### src/rtl/ex_stage_pkg.sv
// Shared encodings for the execute stage: ALU/MDU opcodes, register-file
// address width and the multiply/divide unit state machine.
package ex_stage_pkg;

  localparam int CORE_RF_W     = 5;
  localparam int CORE_ALU_OP_W = 5;

  // Single-cycle ops live in 0..10; every RV32M op has bit 4 set and bit 3 clear.
  localparam logic [CORE_ALU_OP_W-1:0] CORE_ALU_OP_ADD    = 5'd0;
  localparam logic [CORE_ALU_OP_W-1:0] CORE_ALU_OP_SUB    = 5'd1;
  localparam logic [CORE_ALU_OP_W-1:0] CORE_ALU_OP_SLL    = 5'd2;
  localparam logic [CORE_ALU_OP_W-1:0] CORE_ALU_OP_SLT    = 5'd3;
  localparam logic [CORE_ALU_OP_W-1:0] CORE_ALU_OP_SLTU   = 5'd4;
  localparam logic [CORE_ALU_OP_W-1:0] CORE_ALU_OP_XOR    = 5'd5;
  localparam logic [CORE_ALU_OP_W-1:0] CORE_ALU_OP_SRL    = 5'd6;
  localparam logic [CORE_ALU_OP_W-1:0] CORE_ALU_OP_SRA    = 5'd7;
  localparam logic [CORE_ALU_OP_W-1:0] CORE_ALU_OP_OR     = 5'd8;
  localparam logic [CORE_ALU_OP_W-1:0] CORE_ALU_OP_AND    = 5'd9;
  localparam logic [CORE_ALU_OP_W-1:0] CORE_ALU_OP_PASSB  = 5'd10;
  localparam logic [CORE_ALU_OP_W-1:0] CORE_ALU_OP_MUL    = 5'd16;
  localparam logic [CORE_ALU_OP_W-1:0] CORE_ALU_OP_MULH   = 5'd17;
  localparam logic [CORE_ALU_OP_W-1:0] CORE_ALU_OP_MULHSU = 5'd18;
  localparam logic [CORE_ALU_OP_W-1:0] CORE_ALU_OP_MULHU  = 5'd19;
  localparam logic [CORE_ALU_OP_W-1:0] CORE_ALU_OP_DIV    = 5'd20;
  localparam logic [CORE_ALU_OP_W-1:0] CORE_ALU_OP_DIVU   = 5'd21;
  localparam logic [CORE_ALU_OP_W-1:0] CORE_ALU_OP_REM    = 5'd22;
  localparam logic [CORE_ALU_OP_W-1:0] CORE_ALU_OP_REMU   = 5'd23;

  typedef enum logic [1:0] {
    MDU_IDLE = 2'd0,
    MDU_BUSY = 2'd1,
    MDU_DONE = 2'd2
  } mdu_state_e;

  function automatic logic core_alu_is_mdu(input logic [CORE_ALU_OP_W-1:0] op);
    return op[4:3] == 2'b10;
  endfunction

endpackage

### src/rtl/ex_stage_mdu.sv
// Iterative RV32M unit: shift-add multiply and restoring divide on operand
// magnitudes, with the sign applied to the final value.
module ex_stage_mdu
  import ex_stage_pkg::*;
#(
  parameter int XLEN     = 32,
  parameter int MDU_ITER = 32
) (
  input  logic                     clk,
  input  logic                     rst,
  input  logic                     start,
  input  logic [CORE_ALU_OP_W-1:0] op,
  input  logic [XLEN-1:0]          a,
  input  logic [XLEN-1:0]          b,
  output logic                     busy,
  output logic                     done,
  output logic [XLEN-1:0]          result,
  output mdu_state_e               state
);

  // Handshake: start is a level request honoured only in IDLE; busy is high
  // from the accepting cycle until DONE; done is a one-cycle strobe with result valid.
  localparam int CW = $clog2(MDU_ITER);
  localparam logic [XLEN-1:0] XMIN = {1'b1, {(XLEN-1){1'b0}}};

  mdu_state_e                state_q, state_d;
  logic [CW-1:0]             cnt_q;
  logic [CORE_ALU_OP_W-1:0]  op_q;
  logic [2*XLEN-1:0]         acc_q, mcand_q, product;
  logic [XLEN-1:0]           mplier_q, a_mag, b_mag, quot, rem;
  logic                      neg_q, neg_rem_q;
  logic                      a_signed, b_signed, a_neg, b_neg, is_div, div_zero, div_ovf;
  logic [XLEN:0]             rem_shift, rem_diff;
  logic [2*XLEN-1:0]         div_next;

  always_comb begin
    a_signed = (op == CORE_ALU_OP_MUL) || (op == CORE_ALU_OP_MULH) ||
               (op == CORE_ALU_OP_MULHSU) || (op == CORE_ALU_OP_DIV) || (op == CORE_ALU_OP_REM);
    b_signed = (op == CORE_ALU_OP_MUL) || (op == CORE_ALU_OP_MULH) ||
               (op == CORE_ALU_OP_DIV) || (op == CORE_ALU_OP_REM);
    is_div   = op[2];
    a_neg    = a_signed & a[XLEN-1];
    b_neg    = b_signed & b[XLEN-1];
    a_mag    = a_neg ? -a : a;
    b_mag    = b_neg ? -b : b;
    div_zero = is_div && (b == '0);
    div_ovf  = is_div && b_signed && (a == XMIN) && (b == '1);
  end

  always_comb begin
    state_d = state_q;
    busy    = 1'b0;
    done    = 1'b0;
    unique case (state_q)
      MDU_IDLE: if (start) begin
        busy    = 1'b1;
        state_d = (div_zero || div_ovf) ? MDU_DONE : MDU_BUSY;
      end
      MDU_BUSY: begin
        busy = 1'b1;
        if (cnt_q == CW'(MDU_ITER - 1)) state_d = MDU_DONE;
      end
      MDU_DONE: begin
        done    = 1'b1;
        state_d = MDU_IDLE;
      end
      default: state_d = MDU_IDLE;
    endcase
  end

  always_ff @(posedge clk or negedge rst) begin
    if (!rst) state_q <= MDU_IDLE;
    else      state_q <= state_d;
  end

  // Divide keeps {remainder, dividend/quotient} in acc_q and the divisor in mcand_q.
  always_comb begin
    rem_shift = {acc_q[2*XLEN-1:XLEN], acc_q[XLEN-1]};
    rem_diff  = rem_shift - {1'b0, mcand_q[XLEN-1:0]};
    if (!rem_diff[XLEN]) div_next = {rem_diff[XLEN-1:0], acc_q[XLEN-2:0], 1'b1};
    else                 div_next = {rem_shift[XLEN-1:0], acc_q[XLEN-2:0], 1'b0};
  end

  always_ff @(posedge clk or negedge rst) begin
    if (!rst) begin
      cnt_q     <= '0;
      op_q      <= '0;
      acc_q     <= '0;
      mcand_q   <= '0;
      mplier_q  <= '0;
      neg_q     <= 1'b0;
      neg_rem_q <= 1'b0;
    end else if (state_q == MDU_IDLE && start) begin
      op_q      <= op;
      cnt_q     <= '0;
      neg_q     <= 1'b0;
      neg_rem_q <= 1'b0;
      if (div_zero) begin
        acc_q <= {a, {XLEN{1'b1}}};
      end else if (div_ovf) begin
        acc_q <= {{XLEN{1'b0}}, XMIN};
      end else if (is_div) begin
        acc_q     <= {{XLEN{1'b0}}, a_mag};
        mcand_q   <= {{XLEN{1'b0}}, b_mag};
        neg_q     <= a_neg ^ b_neg;
        neg_rem_q <= a_neg;
      end else begin
        acc_q    <= '0;
        mcand_q  <= {{XLEN{1'b0}}, a_mag};
        mplier_q <= b_mag;
        neg_q    <= a_neg ^ b_neg;
      end
    end else if (state_q == MDU_BUSY) begin
      cnt_q <= cnt_q + CW'(1);
      if (op_q[2]) begin
        acc_q <= div_next;
      end else begin
        if (mplier_q[0]) acc_q <= acc_q + mcand_q;
        mcand_q  <= mcand_q << 1;
        mplier_q <= mplier_q >> 1;
      end
    end
  end

  always_comb begin
    product = neg_q ? -acc_q : acc_q;
    quot    = neg_q ? -acc_q[XLEN-1:0] : acc_q[XLEN-1:0];
    rem     = neg_rem_q ? -acc_q[2*XLEN-1:XLEN] : acc_q[2*XLEN-1:XLEN];
    unique case (op_q[2:0])
      3'd0:       result = product[XLEN-1:0];
      3'd1, 3'd2,
      3'd3:       result = product[2*XLEN-1:XLEN];
      3'd4, 3'd5: result = quot;
      default:    result = rem;
    endcase
  end

  assign state = state_q;

endmodule

### src/rtl/ex_stage.sv
// Execute stage: operand forwarding, single-cycle ALU, iterative MDU and the
// ex2mem pipeline register.
module ex_stage
  import ex_stage_pkg::*;
#(
  parameter int XLEN     = 32,
  parameter int MDU_ITER = 32
) (
  input  logic                     clk,
  input  logic                     rst,
  input  logic                     id2ex_reg_wen,
  input  logic [CORE_RF_W-1:0]     id2ex_reg_waddr,
  input  logic [XLEN-1:0]          id2ex_reg_rs1_data,
  input  logic [XLEN-1:0]          id2ex_reg_rs2_data,
  input  logic [XLEN-1:0]          id2ex_imm_value,
  input  logic [CORE_ALU_OP_W-1:0] id2ex_alu_op,
  input  logic                     id2ex_sel_imm,
  input  logic                     id2ex_rs1_forward_from_mem,
  input  logic                     id2ex_rs2_forward_from_mem,
  input  logic                     id2ex_rs1_forward_from_wb,
  input  logic                     id2ex_rs2_forward_from_wb,
  input  logic                     id2ex_ill_instr,
  input  logic [XLEN-1:0]          reg_wdata,
  output logic                     ex2mem_reg_wen,
  output logic [CORE_RF_W-1:0]     ex2mem_reg_waddr,
  output logic [XLEN-1:0]          ex2mem_alu_result,
  output logic                     ex2mem_ill_instr,
  output logic                     ex_stall,
  output mdu_state_e               mdu_state
);

  logic [XLEN-1:0] op_a, op_b, rs2_fwd, alu_result, mdu_result;
  logic [4:0]      shamt;
  logic            mdu_start, mdu_busy, mdu_done;

  // MEM is the younger producer, so it wins over WB.
  always_comb begin
    op_a = id2ex_reg_rs1_data;
    if (id2ex_rs1_forward_from_mem)     op_a = ex2mem_alu_result;
    else if (id2ex_rs1_forward_from_wb) op_a = reg_wdata;
    rs2_fwd = id2ex_reg_rs2_data;
    if (id2ex_rs2_forward_from_mem)     rs2_fwd = ex2mem_alu_result;
    else if (id2ex_rs2_forward_from_wb) rs2_fwd = reg_wdata;
    op_b  = id2ex_sel_imm ? id2ex_imm_value : rs2_fwd;
    shamt = op_b[4:0];
  end

  always_comb begin
    alu_result = '0;
    unique case (id2ex_alu_op)
      CORE_ALU_OP_ADD:   alu_result = op_a + op_b;
      CORE_ALU_OP_SUB:   alu_result = op_a - op_b;
      CORE_ALU_OP_SLL:   alu_result = op_a << shamt;
      CORE_ALU_OP_SLT:   alu_result = {{(XLEN-1){1'b0}}, ($signed(op_a) < $signed(op_b))};
      CORE_ALU_OP_SLTU:  alu_result = {{(XLEN-1){1'b0}}, (op_a < op_b)};
      CORE_ALU_OP_XOR:   alu_result = op_a ^ op_b;
      CORE_ALU_OP_SRL:   alu_result = op_a >> shamt;
      CORE_ALU_OP_SRA:   alu_result = $unsigned($signed(op_a) >>> shamt);
      CORE_ALU_OP_OR:    alu_result = op_a | op_b;
      CORE_ALU_OP_AND:   alu_result = op_a & op_b;
      CORE_ALU_OP_PASSB: alu_result = op_b;
      default:           alu_result = '0;
    endcase
  end

  assign mdu_start = id2ex_reg_wen & core_alu_is_mdu(id2ex_alu_op);
  assign ex_stall  = mdu_busy;

  ex_stage_mdu #(
    .XLEN     (XLEN),
    .MDU_ITER (MDU_ITER)
  ) u_mdu (
    .clk    (clk),
    .rst    (rst),
    .start  (mdu_start),
    .op     (id2ex_alu_op),
    .a      (op_a),
    .b      (op_b),
    .busy   (mdu_busy),
    .done   (mdu_done),
    .result (mdu_result),
    .state  (mdu_state)
  );

  // A stall inserts a bubble; address and data hold so MEM sees a stable value.
  always_ff @(posedge clk or negedge rst) begin
    if (!rst) begin
      ex2mem_reg_wen    <= 1'b0;
      ex2mem_reg_waddr  <= '0;
      ex2mem_alu_result <= '0;
      ex2mem_ill_instr  <= 1'b0;
    end else if (ex_stall) begin
      ex2mem_reg_wen   <= 1'b0;
      ex2mem_ill_instr <= 1'b0;
    end else begin
      ex2mem_reg_wen    <= id2ex_reg_wen;
      ex2mem_reg_waddr  <= id2ex_reg_waddr;
      ex2mem_alu_result <= mdu_done ? mdu_result : alu_result;
      ex2mem_ill_instr  <= id2ex_ill_instr;
    end
  end

endmodule

### config.mk
export PLATFORM = sky130hd
export DESIGN_NAME = ex_stage
export DESIGN_NICKNAME = d
export VERILOG_FILES = /design/src/rtl/ex_stage_pkg.sv /design/src/rtl/ex_stage_mdu.sv /design/src/rtl/ex_stage.sv
export SDC_FILE = /design/constraint.sdc
export NUM_CORES = 2
export LEC_CHECK = 0
export CORE_MARGIN = 3
export CORE_UTILIZATION = 45
export CTS_CLUSTER_DIAMETER = 80
export DETAILED_ROUTE_END_ITERATION = 10
export GPL_TIMING_DRIVEN = 0
export PLACE_DENSITY = 0.73
export REMOVE_ABC_BUFFERS = 1
export SYNTH_ARGS = -nofsm -noshare
export SYNTH_HDL_FRONTEND = slang
export SYNTH_HIERARCHICAL = 1
export SYNTH_SLANG_ARGS = --single-unit
export TNS_END_PERCENT = 1
### constraint.sdc
create_clock -name clk -period 4.92 [get_ports clk]
set_clock_uncertainty 0.15 [all_clocks]
set_input_delay 1.476 -clock clk [delete_from_list [all_inputs] [get_ports clk]]
set_output_delay 1.476 -clock clk [all_outputs]
set_load 0.1 [all_outputs]
# After elaboration in Yosys (flattened, before gate mapping)
# Cells that the tools add are included.
# op_classes
n_addsub	10
n_lt_le_gt_ge	2
eq_ne	32
shifts	3
muxes	49
bitwise	7
reduce_logical	24
# op_table
op	count
$mux W64	13
$mux W32	18
$pmux W32 S11	1
$neg A32 Y32	4
$pmux W32 S3	1
$add A64 B64 Y64	1
$eq A32 B32 Y1 const B	2
$lt A32 B32 Y1	2
$neg A64 Y64	1
$sub A33 B32 Y33	1
$add A32 B32 Y32	1
$and A32 B32 Y32	1
$logic_not A32 Y1	1
$or A32 B32 Y32	1
$shl A32 B5 Y32	1
$shr A32 B5 Y32	1
$sshr A32 B5 Y32	1
$sub A32 B32 Y32	1
$xor A32 B32 Y32	1
$eq A5 B5 Y1 const B	6
$eq A5 B3 Y1 const B	4
$eq A5 B4 Y1 const B	3
$eq A5 B2 Y1 const B	2
$mux W5	2
other kinds (27)	57
# word_totals
regBits	211
output_inout_bits	42
word_cells	139

# Depth between registers and ports, before layout
# depth
depth_word	11
depth_mapped	22
ltp_nobuf	20

# Cells and area by module
# The synthesis kept the hierarchy.
# by_module_without_submodules
module	instances	cells_per_inst	area_per_inst_um2	seq_area_each_um2
ex_stage_mdu	1	2445	18147.4	4304.1
ex_stage	1	1866	12363.1	975.9

# Worst setup path after synthesis
# OpenSTA, ideal clock, no wires.
# synth_path
path_kind	input to register
startpoint	input port id2ex_rs2_forward_from_mem
endpoint	register ex2mem_alu_result[24]
arrival_ns	5.471
required_ns	4.651
setup_slack_ns	-0.821
cell_stages	19
n_path_buf	3
cell_sequence	buf_2 > nand2b_1 > o221ai_2 > inv_2 > buf_1 > clkbuf_1 > ha_1 > inv_1 > fa_1 > o21bai_1 > a221o_1 > a21oi_1 > o31a_1 > o21ai_2 > o21ai_1 > or4_1 > a31oi_1 > mux2i_1 > nand2_1
# synth_between
elab_chain_cells	5
elab_cells_between_ends	12
classes_between	add/sub: 2; shift: 3; mux: 4; bitwise: 3
# synth_lines
element	line	text
start, declared	ex_stage.sv:19	input logic id2ex_rs2_forward_from_mem,
$mux W32 *	ex_stage.sv:42	if (id2ex_rs2_forward_from_mem) rs2_fwd = ex2mem_alu_result;
$mux W32 *	ex_stage.sv:44	op_b = id2ex_sel_imm ? id2ex_imm_value : rs2_fwd;
named net op_b[0]	ex_stage.sv:32	logic [XLEN-1:0] op_a, op_b, rs2_fwd, alu_result, mdu_result;
$sub A32 B32 Y32 (tied with other cells)	ex_stage.sv:52	CORE_ALU_OP_SUB: alu_result = op_a - op_b;
$pmux W32 S11 *	ex_stage.sv:50	unique case (id2ex_alu_op)
$mux W32 *	ex_stage.sv:98	ex2mem_alu_result <= mdu_done ? mdu_result : alu_result;
end signal, assigned	ex_stage.sv:98	
end, declared	ex_stage.sv:26	output logic [XLEN-1:0] ex2mem_alu_result,
# Mark *: on every way through the listed nets, which the timed path passes. The rest lies on a longest branch.
# A chain may end at the register's enable or synchronous reset.

# Final worst setup path
# layout_path
startpoint	input port reg_wdata[8]
endpoint	register ex2mem_alu_result[0]
# layout_between
elab_cells_between_ends	12
classes_between	order compare: 2; shift: 3; mux: 7
# layout_rtl
element	line	text
start, declared	ex_stage.sv:23	input logic [XLEN-1:0] reg_wdata,
$mux W32 *	ex_stage.sv:40	else if (id2ex_rs1_forward_from_wb) op_a = reg_wdata;
$mux W32 *	ex_stage.sv:39	if (id2ex_rs1_forward_from_mem) op_a = ex2mem_alu_result;
named net op_a[8]	ex_stage.sv:32	
$lt A32 B32 Y1 (tied with other cells)	ex_stage.sv:55	CORE_ALU_OP_SLTU: alu_result = {{(XLEN-1){1'b0}}, (op_a < op_b)};
$pmux W32 S11 *	ex_stage.sv:50	
$mux W32 *	ex_stage.sv:98	
# Marks and branches as above.

==> flow_metrics.py <==
metrics = {
    "clock_network": {
        "clock_latency_ns": 0.64,
        "h-tree-depth": 1,
        "cts_buffer_depth": 3,
        "cts_sinks": 211,
        "path_clk_slew_ns": 0.07,
        "cts_tree": "yes",
        "cts_made_buffers": 31,
        "root_buffer": "clkbuf_16",
    },
    "synth": {
        "synth-seq-cells": 211,
        "synth_area_um2": 30510,
        "syn_area_per_cell_um2": 7.077,
        "yosysTopAreaCellShare_pct": 17.31,
        "ys_types": 111,
        "async_flop_share_pct": 100.0,
        "seq_area_frac_synth_pct": 17.31,
        "ys_warn_count": 6,
        "yosysTopAreaCell": "dfrtp_1",
        "synthTopCellsByArea": "dfrtp_1 (17%), ha_1 (8.4%), a21oi_1 (7.6%)",
        "synth_ff_type": "dfrtp_1",
        "synth_edf_count": 0,
        "syn_inst": 4311,
    },
    "drt": {
        "wl_met3_mm": 18.52,
        "dr.pass1.iters": 7,
        "drtAntennaViolNets": 0,
        "dr_wl_met2_mm": 66.62,
        "wl_per_cell_um": 29.12,
        "vias": 37390,
        "routed_via_density": 7.041,
        "drc": 0,
        "wl_mm": 154.7,
        "drt_iter0_markers": 5551,
        "met1_length_mm": 55.09,
        "highest_layer": "met5",
    },
    "power_and_ir_drop": {
        "cell_internal_pwr_uw": 10420,
        "p_switching_uw": 14080,
        "powerDensity_nw_per_um2": 663.3,
        "p_comb_share_pct": 73.9,
        "p_sw_share_pct": 57.48,
        "sequentialPowerShare_pct": 16.0,
        "peakVddDrop_mv": 0.3968,
        "clkPwrFrac_pct": 10.1,
        "p_leak_uw": 0.01491,
    },
    "setup_path": {
        "start_kind": "input pin",
        "cp_max_fo": 11,
        "arrival_ns": 5.59,
        "rr_endpoint": "u_mdu/acc_q[43]",
        "ff2ff_path_depth": 12,
        "r2r_start": "u_mdu/acc_q[31]",
        "critPathSlowestCell": "o21ai_1",
        "cp.required_ns": 5.35,
        "cp-end-kind": "register",
        "path_common_cell": "buf_4",
        "crit_chain": "clkdlybuf4s50_1 > mux2i_1 > o21ai_1 > ha_1 > nand3_1 > a211oi_2 > buf_4 > o41ai_4 > buf_4 > buf_4 > o21ai_4 > a211oi_4 > nor4_1 > nor4_2 > o32a_1",
        "r2r_slack_ns": -0.02,
        "worst_path_largest_cell_delay_ns": 0.56,
        "criticalPathCategory": "in2reg",
    },
    "cells_and_area": {
        "multi_input_area_um2": 24570,
        "final_cell_area_um2": 36940,
        "fillCellCount": 6197,
        "utilization_pct": 55.59,
        "final_common_cell": "nand2_1",
        "nets": 4776,
        "seq_area_um2": 5295,
        "final_layout_size_suffix_gt1_share_pct": 12.29,
        "layout_common_cells": "nand2_1 (516), a21oi_1 (443), nor2_1 (394)",
        "stdcell_count": 5311,
        "area_delta_synth_final_pct": 21.07,
    },
    "placement": {
        "dpl_cell_area_um2": 33050,
        "placed_cells": 5098,
        "dpl_worst_slack_ns": -3.501,
        "port_buffers": 188,
        "gp_congestion": 1.053,
        "dp_hpwl_mm": 108.7,
    },
    "min_path": {
        "hold_end": "u_mdu/mplier_q[31]",
        "hold_path.class": "reg2reg",
        "holdPathStages": 2,
        "min_from": "u_mdu/mplier_q[31]",
    },
    "grt": {
        "grt_max_degree": 79,
        "grt_antenna_before_repair": 6,
        "grt_overflow": 0,
        "grt_pass1_wl_mm": 220.1,
        "grt_pass1_vias": 34740,
        "grtUsageTotal_pct": 40.65,
    },
    "sta": {
        "fin_crit_sh_pct": 104.8,
        "drv_slew": 39,
        "finalHoldViolations": 0,
        "setup_viol": 76,
        "max_freq_ghz": 0.1940,
        "rsz0062_at_grt": "yes",
        "tns_ns": -8.197,
        "setup_slack_ns": -0.2349,
        "relSlewSlack_pct": -7.423,
        "worstMarginPinSlew_ns": 1.611,
        "fin_crit_ns": 5.155,
    },
    "floorplanning": {
        "row_count": 94,
        "die-area_um2": 70960,
        "die_y_um": 266.4,
        "ioPinCount": 189,
        "initial_core_util_pct": 45.91,
        "core_um2": 66450,
        "fp.dieW_um": 266.4,
    },
    "run": {
        "cap_violations": 3,
    },
    "status": {
        "violations": "capacitance limit, slew limit, setup timing",
        "status": "finished with violations",
    },
}
==> how the worst max path moves through the flow <==
stage / slack (ns) / start / to / cells past startpoint
2_1_floorplan: -3.42 / id2ex_rs2_forward_from_mem / u_mdu/mcand_q[27] / 13
3_3_place_gp: -11.28 / id2ex_rs2_forward_from_mem / u_mdu/acc_q[45] / 12
3_5_place_dp: -3.50 / id2ex_sel_imm / ex2mem_alu_result[0] / 16
4_1_cts: -0.18 / id2ex_alu_op[3] / ex_stall / 5
5_1_grt: -0.25 / reg_wdata[8] / ex2mem_alu_result[30] / 19
6_report: -0.23 / reg_wdata[8] / ex2mem_alu_result[0] / 15
==> layout make-up <==
cell class / instances / share of cell area [%]
repair buffers: 376 / 11.24
diodes: 3 / 0.02032
flip-flops and latches: 211 / 14.33
multi-input cells: 3638 / 66.53
inverters: 157 / 1.887
clock buffers: 40 / 2.273
well taps: 864 / 2.926
clock inverters: 18 / 0.6774
repair inverters: 4 / 0.1152
==> what timing repair did <==
item	4_1_cts	5_1_grt
buffers inserted	46	83
pin swaps	38	48
endpoints found under the setup margin	197	176
gates resized for setup	193	132
hold buffers	0	0
gates cloned	15	7
==> synthesized netlist by cell type (28+ instances only) <==
library cell,count
a211oi_1,93
a21o_1,62
a21oi_1,461
a221oi_1,49
a22o_1,38
a22oi_1,35
a31oi_1,58
and3_1,28
buf_2,38
clkbuf_1,221
dfrtp_1,211
ha_1,206
inv_1,148
mux2i_1,156
nand2_1,523
nand2b_1,45
nand3_1,72
nand4_1,52
nor2_1,402
nor3_1,82
nor4_1,36
o211ai_1,52
o21ai_0,388
o21ai_1,28
o221ai_1,53
o22ai_1,47
o31ai_1,42
or3_1,40
xnor2_1,109
xor2_1,101
==> kinds of logic after synthesis <==
family	after synthesis	synth area share (%)
xor gates and xnor gates	211	6.082
AOI/OAI and AO/OA	1619	33.93
and+or+nand+nor	1405	21.32
muxes	181	6.114
adders and majority gates	210	8.710
DFF	211	17.31
buffers and inverters	474	6.545
==> per-layer routing <==
layer | global-route usage (%) | vias to the layer above
met4 | 27.40 | 8
met2 | 64.32 | 2799
met1 | 48.70 | 17550
li1 | - | 16170
met5 | 0 | -
met3 | 10.38 | 862
==> power groups by stage <==
stage               clock (µW)  combinational (µW)  sequential [µW]
detailed placement           0               16100             3810
global route              2530               19300             3960
floorplan                    0               10600             4110
global placement             0               15600             3880
finish                    2460               18100             3920
CTS                       2470               16900             3820
==> registers in the layout (all words and copies together) (netlist names) <==
name and count:
u_mdu/op_q 3, ex2mem_reg_wen 1, u_mdu/state 2, ex2mem_reg_waddr 5, u_mdu/mplier_q 32, ex2mem_alu_result 32
u_mdu/neg_rem_q 1, u_mdu/cnt_q 5, ex2mem_ill_instr 1, u_mdu/mcand_q 64, u_mdu/neg_q 1, u_mdu/acc_q 64
==> critical path, delay by kind of cell <==
| kind | cells | cell delay [ns] |
|---|---|---|
| compound gates | 6 | 1.58 |
| fa+ha+maj | 1 | 0.50 |
| buf+inv | 4 | 0.98 |
| mux | 1 | 0.11 |
| simple gates | 3 | 0.93 |
==> metrics by stage <==
step	hold slack, ns	power [µW]
final	0.3288	24500
after global routing	0.3641	25740
after CTS	0.3295	23200
after detailed placement	0.3164	19860
after global placement	0.3109	19500
after floorplan	0.2978	14660
Power figures use the tool's default switching activity.
